### config.mk
export PLATFORM = sky130hd
export DESIGN_NAME = imem_access_ctrl
export DESIGN_NICKNAME = d
export VERILOG_FILES = /design/src/rtl/imem_ctrl_pkg.sv /design/src/rtl/imem_byte_packer.sv /design/src/rtl/imem_access_ctrl.sv
export SDC_FILE = /design/constraint.sdc
export NUM_CORES = 1
export LEC_CHECK = 0
export ABC_AREA = 1
export CAP_MARGIN = 10
export CORE_UTILIZATION = 37
export CTS_CLUSTER_DIAMETER = 60
export CTS_CLUSTER_SIZE = 24
export DETAILED_ROUTE_END_ITERATION = 6
export GPL_TIMING_DRIVEN = 0
export PLACE_DENSITY = 0.75
export SETUP_SLACK_MARGIN = 0.1
export SYNTH_ARGS = -nofsm -noshare
export SYNTH_HDL_FRONTEND = slang
export SYNTH_SLANG_ARGS = --single-unit
### constraint.sdc
create_clock -name clk -period 2.4 [get_ports clk]
set_input_delay 0.48 -clock clk [delete_from_list [all_inputs] [get_ports clk]]
set_output_delay 0.48 -clock clk [all_outputs]
set_load 0.01 [all_outputs]
### src/rtl/imem_ctrl_pkg.sv
// Shared types and constants for the instruction-memory access controller.
// Imported by the byte packer and the top-level sequencer.
package imem_ctrl_pkg;

  typedef enum logic [1:0] {RUN, LOAD, FLUSH, DONE} imem_state_t;

  localparam logic [31:0] NOP_INSN   = 32'h00000013;
  localparam int          WORD_BYTES = 4;

endpackage

### src/rtl/imem_byte_packer.sv
// Packs loader bytes little-endian into 32-bit words. Flags the byte that
// completes a word; unfilled upper lanes read as zero for a partial flush.
module imem_byte_packer
  import imem_ctrl_pkg::*;
(
  input  logic        clk,
  input  logic        rst,
  input  logic        clear,
  input  logic        accept,
  input  logic [7:0]  byte_in,
  output logic [1:0]  byte_cnt,
  output logic        word_full,
  output logic [31:0] word
);

  logic [23:0] lanes;

  assign word_full = accept && (byte_cnt == 2'(WORD_BYTES - 1));
  // The completing byte bypasses the lanes so the word is written in the same cycle.
  assign word      = {word_full ? byte_in : 8'h00, lanes};

  // NOTE: sequential state uses non-blocking assignments so every register
  // samples pre-edge values, independent of statement order.
  always_ff @(posedge clk or posedge rst) begin
    if (rst) begin
      byte_cnt <= '0;
      lanes    <= '0;
    end else if (clear || word_full) begin
      byte_cnt <= '0;
      lanes    <= '0;
    end else if (accept) begin
      lanes[{byte_cnt, 3'b000} +: 8] <= byte_in;
      byte_cnt                       <= byte_cnt + 2'd1;
    end
  end

endmodule

### src/rtl/imem_access_ctrl.sv
// Arbitrates the single instruction-memory port between core fetch and a
// byte-serial program loader; the core is stalled for the whole load session.
module imem_access_ctrl
  import imem_ctrl_pkg::*;
#(
  parameter int          DEPTH = 32,
  parameter logic [31:0] NOP   = NOP_INSN
) (
  input  logic        clk,
  input  logic        rst,
  input  logic        fetch_req,
  input  logic [31:0] fetch_addr,
  output logic        fetch_gnt,
  output logic        fetch_valid,
  output logic [31:0] fetch_inst,
  output logic        core_stall,
  input  logic        ld_start,
  input  logic        ld_byte_valid,
  input  logic [7:0]  ld_byte,
  input  logic        ld_end,
  output logic        ld_ready,
  output logic        ld_done,
  output logic [31:0] mem_addr,
  output logic        mem_we,
  output logic [31:0] mem_wdata,
  input  logic [31:0] mem_rdata
);

  localparam int PTR_W = $clog2(DEPTH);

  imem_state_t       state, state_next;
  logic [PTR_W-1:0]  word_ptr;
  logic [1:0]        byte_cnt;
  logic              accept, word_full, in_range, last_word, cnt_zero_after;
  logic [31:0]       packed_word, word_addr;

  assign accept         = (state == LOAD) && ld_byte_valid;
  assign in_range       = fetch_addr[31:2] < 30'(DEPTH);
  assign last_word      = word_ptr == PTR_W'(DEPTH - 1);
  assign word_addr      = 32'({word_ptr, 2'b00});
  // Byte count as it will be after this cycle's byte, used to route ld_end.
  assign cnt_zero_after = word_full || (byte_cnt == 2'd0 && !accept);

  imem_byte_packer u_packer (
    .clk      (clk),
    .rst      (rst),
    .clear    (state == DONE),
    .accept   (accept),
    .byte_in  (ld_byte),
    .byte_cnt (byte_cnt),
    .word_full(word_full),
    .word     (packed_word)
  );

  // NOTE: every output gets a default before the case so no path infers a latch.
  always_comb begin
    state_next = state;
    fetch_gnt  = 1'b0;
    core_stall = 1'b1;
    ld_ready   = 1'b0;
    ld_done    = 1'b0;
    mem_addr   = '0;
    mem_we     = 1'b0;
    mem_wdata  = '0;
    case (state)
      RUN: begin
        core_stall = 1'b0;
        fetch_gnt  = fetch_req;
        if (fetch_req && in_range) mem_addr = fetch_addr;
        if (ld_start) state_next = LOAD;
      end
      LOAD: begin
        ld_ready = 1'b1;
        if (word_full) begin
          mem_we    = 1'b1;
          mem_addr  = word_addr;
          mem_wdata = packed_word;
        end
        if (word_full && last_word) state_next = DONE;
        else if (ld_end)            state_next = cnt_zero_after ? DONE : FLUSH;
      end
      FLUSH: begin
        mem_we     = 1'b1;
        mem_addr   = word_addr;
        mem_wdata  = packed_word;
        state_next = DONE;
      end
      DONE: begin
        ld_done    = 1'b1;
        state_next = RUN;
      end
      default: state_next = RUN;
    endcase
    // Reset is asynchronous, so the combinational outputs must be quiet while it is held.
    if (rst) begin
      fetch_gnt  = 1'b0;
      core_stall = 1'b0;
      ld_ready   = 1'b0;
      ld_done    = 1'b0;
      mem_addr   = '0;
      mem_we     = 1'b0;
      mem_wdata  = '0;
    end
  end

  always_ff @(posedge clk or posedge rst) begin
    if (rst) begin
      state       <= RUN;
      word_ptr    <= '0;
      fetch_valid <= 1'b0;
      fetch_inst  <= '0;
    end else begin
      state       <= state_next;
      fetch_valid <= fetch_gnt;
      if (fetch_gnt) fetch_inst <= in_range ? mem_rdata : NOP;
      if (state == DONE)                     word_ptr <= '0;
      else if (word_full && !last_word)      word_ptr <= word_ptr + 1'b1;
    end
  end

endmodule

---- Word level (Yosys, flattened, before mapping) ----
Index checks and enable logic that the tools add are counted.
operators by class
  add/subtract/negate cells ............... 3
  reductions and logical operators ........ 15
  multiplexer cells ....................... 32
  equal/unequal tests ..................... 7
  shifts and indexed selects .............. 2
  $lt $le $gt $ge ......................... 1
operators with widths
  operator                                                number
  2-to-1 mux 32 bit                                       5
  one-hot mux 32 bit (3 select lines)                     1
  one-hot mux 32 bit (2 select lines)                     1
  2-to-1 mux 24 bit                                       2
  < comparator 30 x 6 -> 1 bit (second input constant)    1
  bitwise mux 24 bit                                      1
  variable shift 8 x 7 -> 24 bit (first input constant)   1
  indexed part select 8 x 7 -> 24 bit                     1
  2-to-1 mux 1 bit                                        11
  2-to-1 mux 2 bit                                        5
  2-to-1 mux 5 bit                                        2
  2-to-1 mux 8 bit                                        1
  one-hot mux 2 bit (4 select lines)                      1
  2-to-1 mux 7 bit                                        1
  negation 5 -> 7 bit                                     1
  equality test 2 bit (second input constant)             3
  logical AND 1 bit                                       6
  adder 5 x 1 -> 5 bit (second input constant)            1
  equality test 5 bit (second input constant)             1
  logical NOT 2 bit                                       2
  nonzero test 2 bit                                      2
  inequality test 3 x 2 -> 1 bit (second input constant)  1
  adder 2 x 1 -> 2 bit (second input constant)            1
  equality test 2 x 1 -> 1 bit (second input constant)    1
  other kinds (5)                                         7
word-level totals
  input port bits ......................... 78
  flip-flop bits (word level) ............. 66
  output and inout bits ................... 102
  logic and storage cells ................. 66

---- Logic depth before layout (Yosys ltp) ----
  depth after elaboration ................. 9
  depth in mapped cells ................... 11

---- Modules after synthesis ----
Synthesis repeated with hierarchy kept, for this count alone.
second synthesis, totals
  cell total of the unflattened synthesis .. 526
  area, all modules ....................... 3867.5 um2
by module, submodules not included
  module            sequential area each (um2)  cells an instance  instances  area an instance (um2)
  imem_access_ctrl  1001.0                      349                1          2487.4
  imem_byte_packer  650.6                       177                1          1380.1

---- Worst setup path before layout ----
Ideal clock, no wire load.
  path kind ............................... register to output
  start point ............................. reg state[1]
  end point ............................... out mem_wdata[15]
  stages on the path, launching flop included .. 10
  buffers on the path ..................... 1
  slack ................................... 0.412 ns
  arrival time ............................ 1.508 ns
  cells stage by stage .................... dfrtp_1 inv_1 ha_1 nand2_4 inv_4 nand2_4 nand2_1 nand2_2 buf_2 nor2_1
between the ends
  longest elaborated chain between the ends .. 6
  elaborated cells on any way between the ends .. 7
RTL lines
  element                                RTL line                                        text
  start, declared                        imem_access_ctrl.sv:31                          imem_state_t state, state_next;
  start signal, assigned                 imem_access_ctrl.sv:113                         state <= state_next;
  equality test 2 x 1 -> 1 bit           imem_access_ctrl.sv:37, imem_access_ctrl.sv:65
  logical AND 1 bit                      imem_access_ctrl.sv:37                          assign accept = (state == LOAD) && ld_byte_valid;
  logical AND 1 bit                      imem_byte_packer.sv:18                          assign word_full = accept && (byte_cnt == 2'(WORD_BYTES - 1));
  2-to-1 mux 32 bit                      imem_access_ctrl.sv:74                          if (word_full) begin
  one-hot mux 32 bit (2 select lines) *  imem_access_ctrl.sv:65                          case (state)
  2-to-1 mux 32 bit *                    imem_access_ctrl.sv:95                          if (rst) begin
  end, declared                          imem_access_ctrl.sv:25                          output logic [31:0] mem_wdata,
Every way passes the cells marked *; elsewhere a longest branch is shown, timed or not.

---- Worst setup path in the final report ----
  start point ............................. reg state[0]
  end point ............................... out mem_addr[2]
between the ends
  longest elaborated chain between the ends .. 6
  elaborated cells on any way between the ends .. 8
RTL lines
  element                                RTL line                                        text
  equality test 2 x 1 -> 1 bit           imem_access_ctrl.sv:37, imem_access_ctrl.sv:65
  logical AND 1 bit                      imem_access_ctrl.sv:37
  logical AND 1 bit                      imem_byte_packer.sv:18
  2-to-1 mux 7 bit                       imem_access_ctrl.sv:74
  one-hot mux 32 bit (3 select lines) *  imem_access_ctrl.sv:65
  2-to-1 mux 32 bit *                    imem_access_ctrl.sv:95
  end, declared                          imem_access_ctrl.sv:23                          output logic [31:0] mem_addr,
Marks and branches as above.

==> run metrics <==
outcome=complete, no violations; vias in the first global route=3682; clk slew on worst S/H paths=70 ps; Yosys cell types=30; clk buf depth=2; Max-slew headroom=52.5%; post-layout min period=between 2000 and 2500 ps; register bit total from synthesis=66; main area contributors after synthesis=dfrtp_1, nand2_1, nand3_1; Max Clock Freq=0.435 GHz; Yosys top cell by area=dfrtp_1; via count of the routed design=3854; RSZ-0062 raised after global routing=yes; final critical-path share of the clock period=a little over nine tenths; IO Count=180; CP endpoint kind=output port; Initial Util=37.9%; largest net degree at the start of global routing=36; most common flop cell mapped by yosys=dfrtp_1; global routing's busiest layer=met2; WS Path Type=reg2out; Leak=roughly 2.9 nW; total CTS buffers=9; CTS tree=done; Cell Rows=36; M2 GR Usage=39.1%; total chip power=4.23 mW; routed vias/inst=4.70; startpoint types=flip-flop; Final Skew=14.4 ps; Post-synth EDFFs=0; slew of the pin with the lowest slew margin=711 ps; Die X=102 um; share of the yosys chip area belonging to registers=between 40% and 50%; HPWL after DPL=8500 um; Post-CTS Hold Buffers=0; final core utilization=between 60% and 70%; global-route wire length before repair=between 15000 and 20000 um; antenna cell count=0; Reg2Reg Depth=6; mean area per synthesized cell=7.78 um^2; Fin. Hold Viols=0; die span in y=102 um; Power Dens Cells=around 690 mW/mm^2; GP Congestion=around 0.8; share of post-route cells with drive strength above 1=26.3%; Final Non-Filler Cells=820; drt pass-1 iters=4; First DRT Iteration DRCs=around 110; number of I/O port buffers=153; Final nets=771; Global Route Usage Sum=22.7%; Layout area overhead=66.0%; synthesized area=roughly 0.0037 mm^2; GR Layer Usage met1=about a quarter; final setup fails=0; initial antenna violation count=0; Root Buffer=clkbuf_8; residual DRC count=0; worst skew pair latency=350 ps; Core ar.=between 0.009 and 0.01 mm^2; Post-Synthesis Cells=474; WL final=11700 um; Max Cap Viol=0; ANT nets after route=0; FFs w/ async S/R, synth=100%; placed cell count=slightly below 800; Synth top area share=44.8%; Hold WS=493 ps; Crit path required time=1920 ps; Ys Warns=0; total global routing overflow=0; routed length per instance=14.3 um; H-tree depth=3; met3 track demand over resource=9.85%; arrival time worst endpoint=about 1800 ps; Tightest Hold Check Type=reg2reg; Final Max Tran Viols=0; overall die area=0.0104 mm^2; worst hold path depth=2; Clock Sink Count=66; VDD IR-drop max=0.368 mV; CP Max Fanout=5
repair_timing:
action | in CTS | in global routing
pin swaps | 33 | 30
cloned | 1 | 1
setup buffers | 14 | 4
endpoints found under the setup margin | 44 | 38
resized for setup | 235 | 86
placed cells by master, fill, tap and decap left out, types with 3 or more instances in the layout:
cell type / n
a21oi_1: 7
a21oi_4: 4
buf_2: 34
buf_4: 40
buf_6: 21
clkbuf_1: 7
clkbuf_8: 12
clkdlybuf4s15_1: 16
clkdlybuf4s50_1: 83
conb_1: 25
dfrtp_1: 66
dlygate4sd2_1: 11
ha_1: 7
ha_4: 3
inv_1: 39
inv_2: 7
nand2_1: 91
nand2_2: 4
nand2_4: 6
nand2_8: 4
nand3_1: 42
nand3_2: 3
nand4_1: 8
nor2_1: 39
nor2_2: 7
nor2_4: 17
nor3_1: 9
o21ai_0: 34
o21ai_1: 10
o22ai_1: 7
cell families (layout without fill, tap and decap cells):
family,count (synthesis),after routing,synth area share (%)
compound gates,67,67,10.1
fa+ha+maj,10,10,3.39
other cells,1,25,0.102
simple gates,235,235,28.0
flops,66,66,44.8
buf+inv,95,284,13.6
per-layer routing:
layer  share of wire, %  vias up
met5                  0        -
met4                2.3        0
met3                 11       22
met2                 49      177
met1                 38     1770
li1                   -     1885
sequential cells by signal (all words and copies together) (netlist names):
| register | flops |
|---|---|
| word_ptr | 5 |
| fetch_inst | 32 |
| u_packer.lanes | 24 |
| u_packer.byte_cnt | 2 |
| fetch_valid | 1 |
| state | 2 |
per-stage QoR:
step	worst slack [ps]	TNS, ps	area [um^2]
final	101	0	6120
after global routing	26.3	0	6120
after CTS	94.0	0	5780
after detailed placement	-661	-18920	5500
after global placement	-633	-17770	5480
after floorplan	412	0	3780
worst max-delay path, stage by stage, from the launching register on:
cell and delay (ps):
dfrtp_1 390, buf_6 130, ha_4 160, nand2_8 60, inv_8 70, nand2_8 60, nand2_8 90, buf_8 140
nand2_1 80, a21oi_2 140, buf_2 160
path summary, 6_finish.rpt:
kind                                       from              endpoint  slack, ps
min in group asynchronous                   rst           word_ptr[2]        630
min                           u_packer.lanes[0]     u_packer.lanes[0]        490
min reg2reg                   u_packer.lanes[0]     u_packer.lanes[0]        490
max                                    state[0]           mem_addr[2]        100
max in group asynchronous                   rst        fetch_inst[29]       1160
max reg2reg                u_packer.byte_cnt[0]  u_packer.byte_cnt[1]        570
layout make-up:
type,instances,area (um^2)
Fill cell,845,3610
Multi-Input combinational cell,337,1960
Sequential cell,66,1650
Timing Repair Buffer,174,1610
Buffer,46,339
Inverter,49,198
Clock buffer,13,169
Tap cell,133,166
Clock inverter,2,35.0
synth_stat cells (all sizes together) (2+ instances only):
master and count:
nand4 8, ha 10, o22ai 7, dfrtp 66
nor3b 2, nor2 63, clkbuf 7, nor3 10
inv 49, nand3 45, o21ai 46, a21oi 13
buf 39, nand2 105
power breakdown:
part | total (mW) | switching [mW] | internal (mW) | leakage (nW)
registers | 1.31 | 0.0789 | 1.24 | 0.898
clock network | 0.971 | 0.413 | 0.558 | 0.106
logic | 1.94 | 1.16 | 0.789 | 1.94
(Power assumes the default switching activity.)
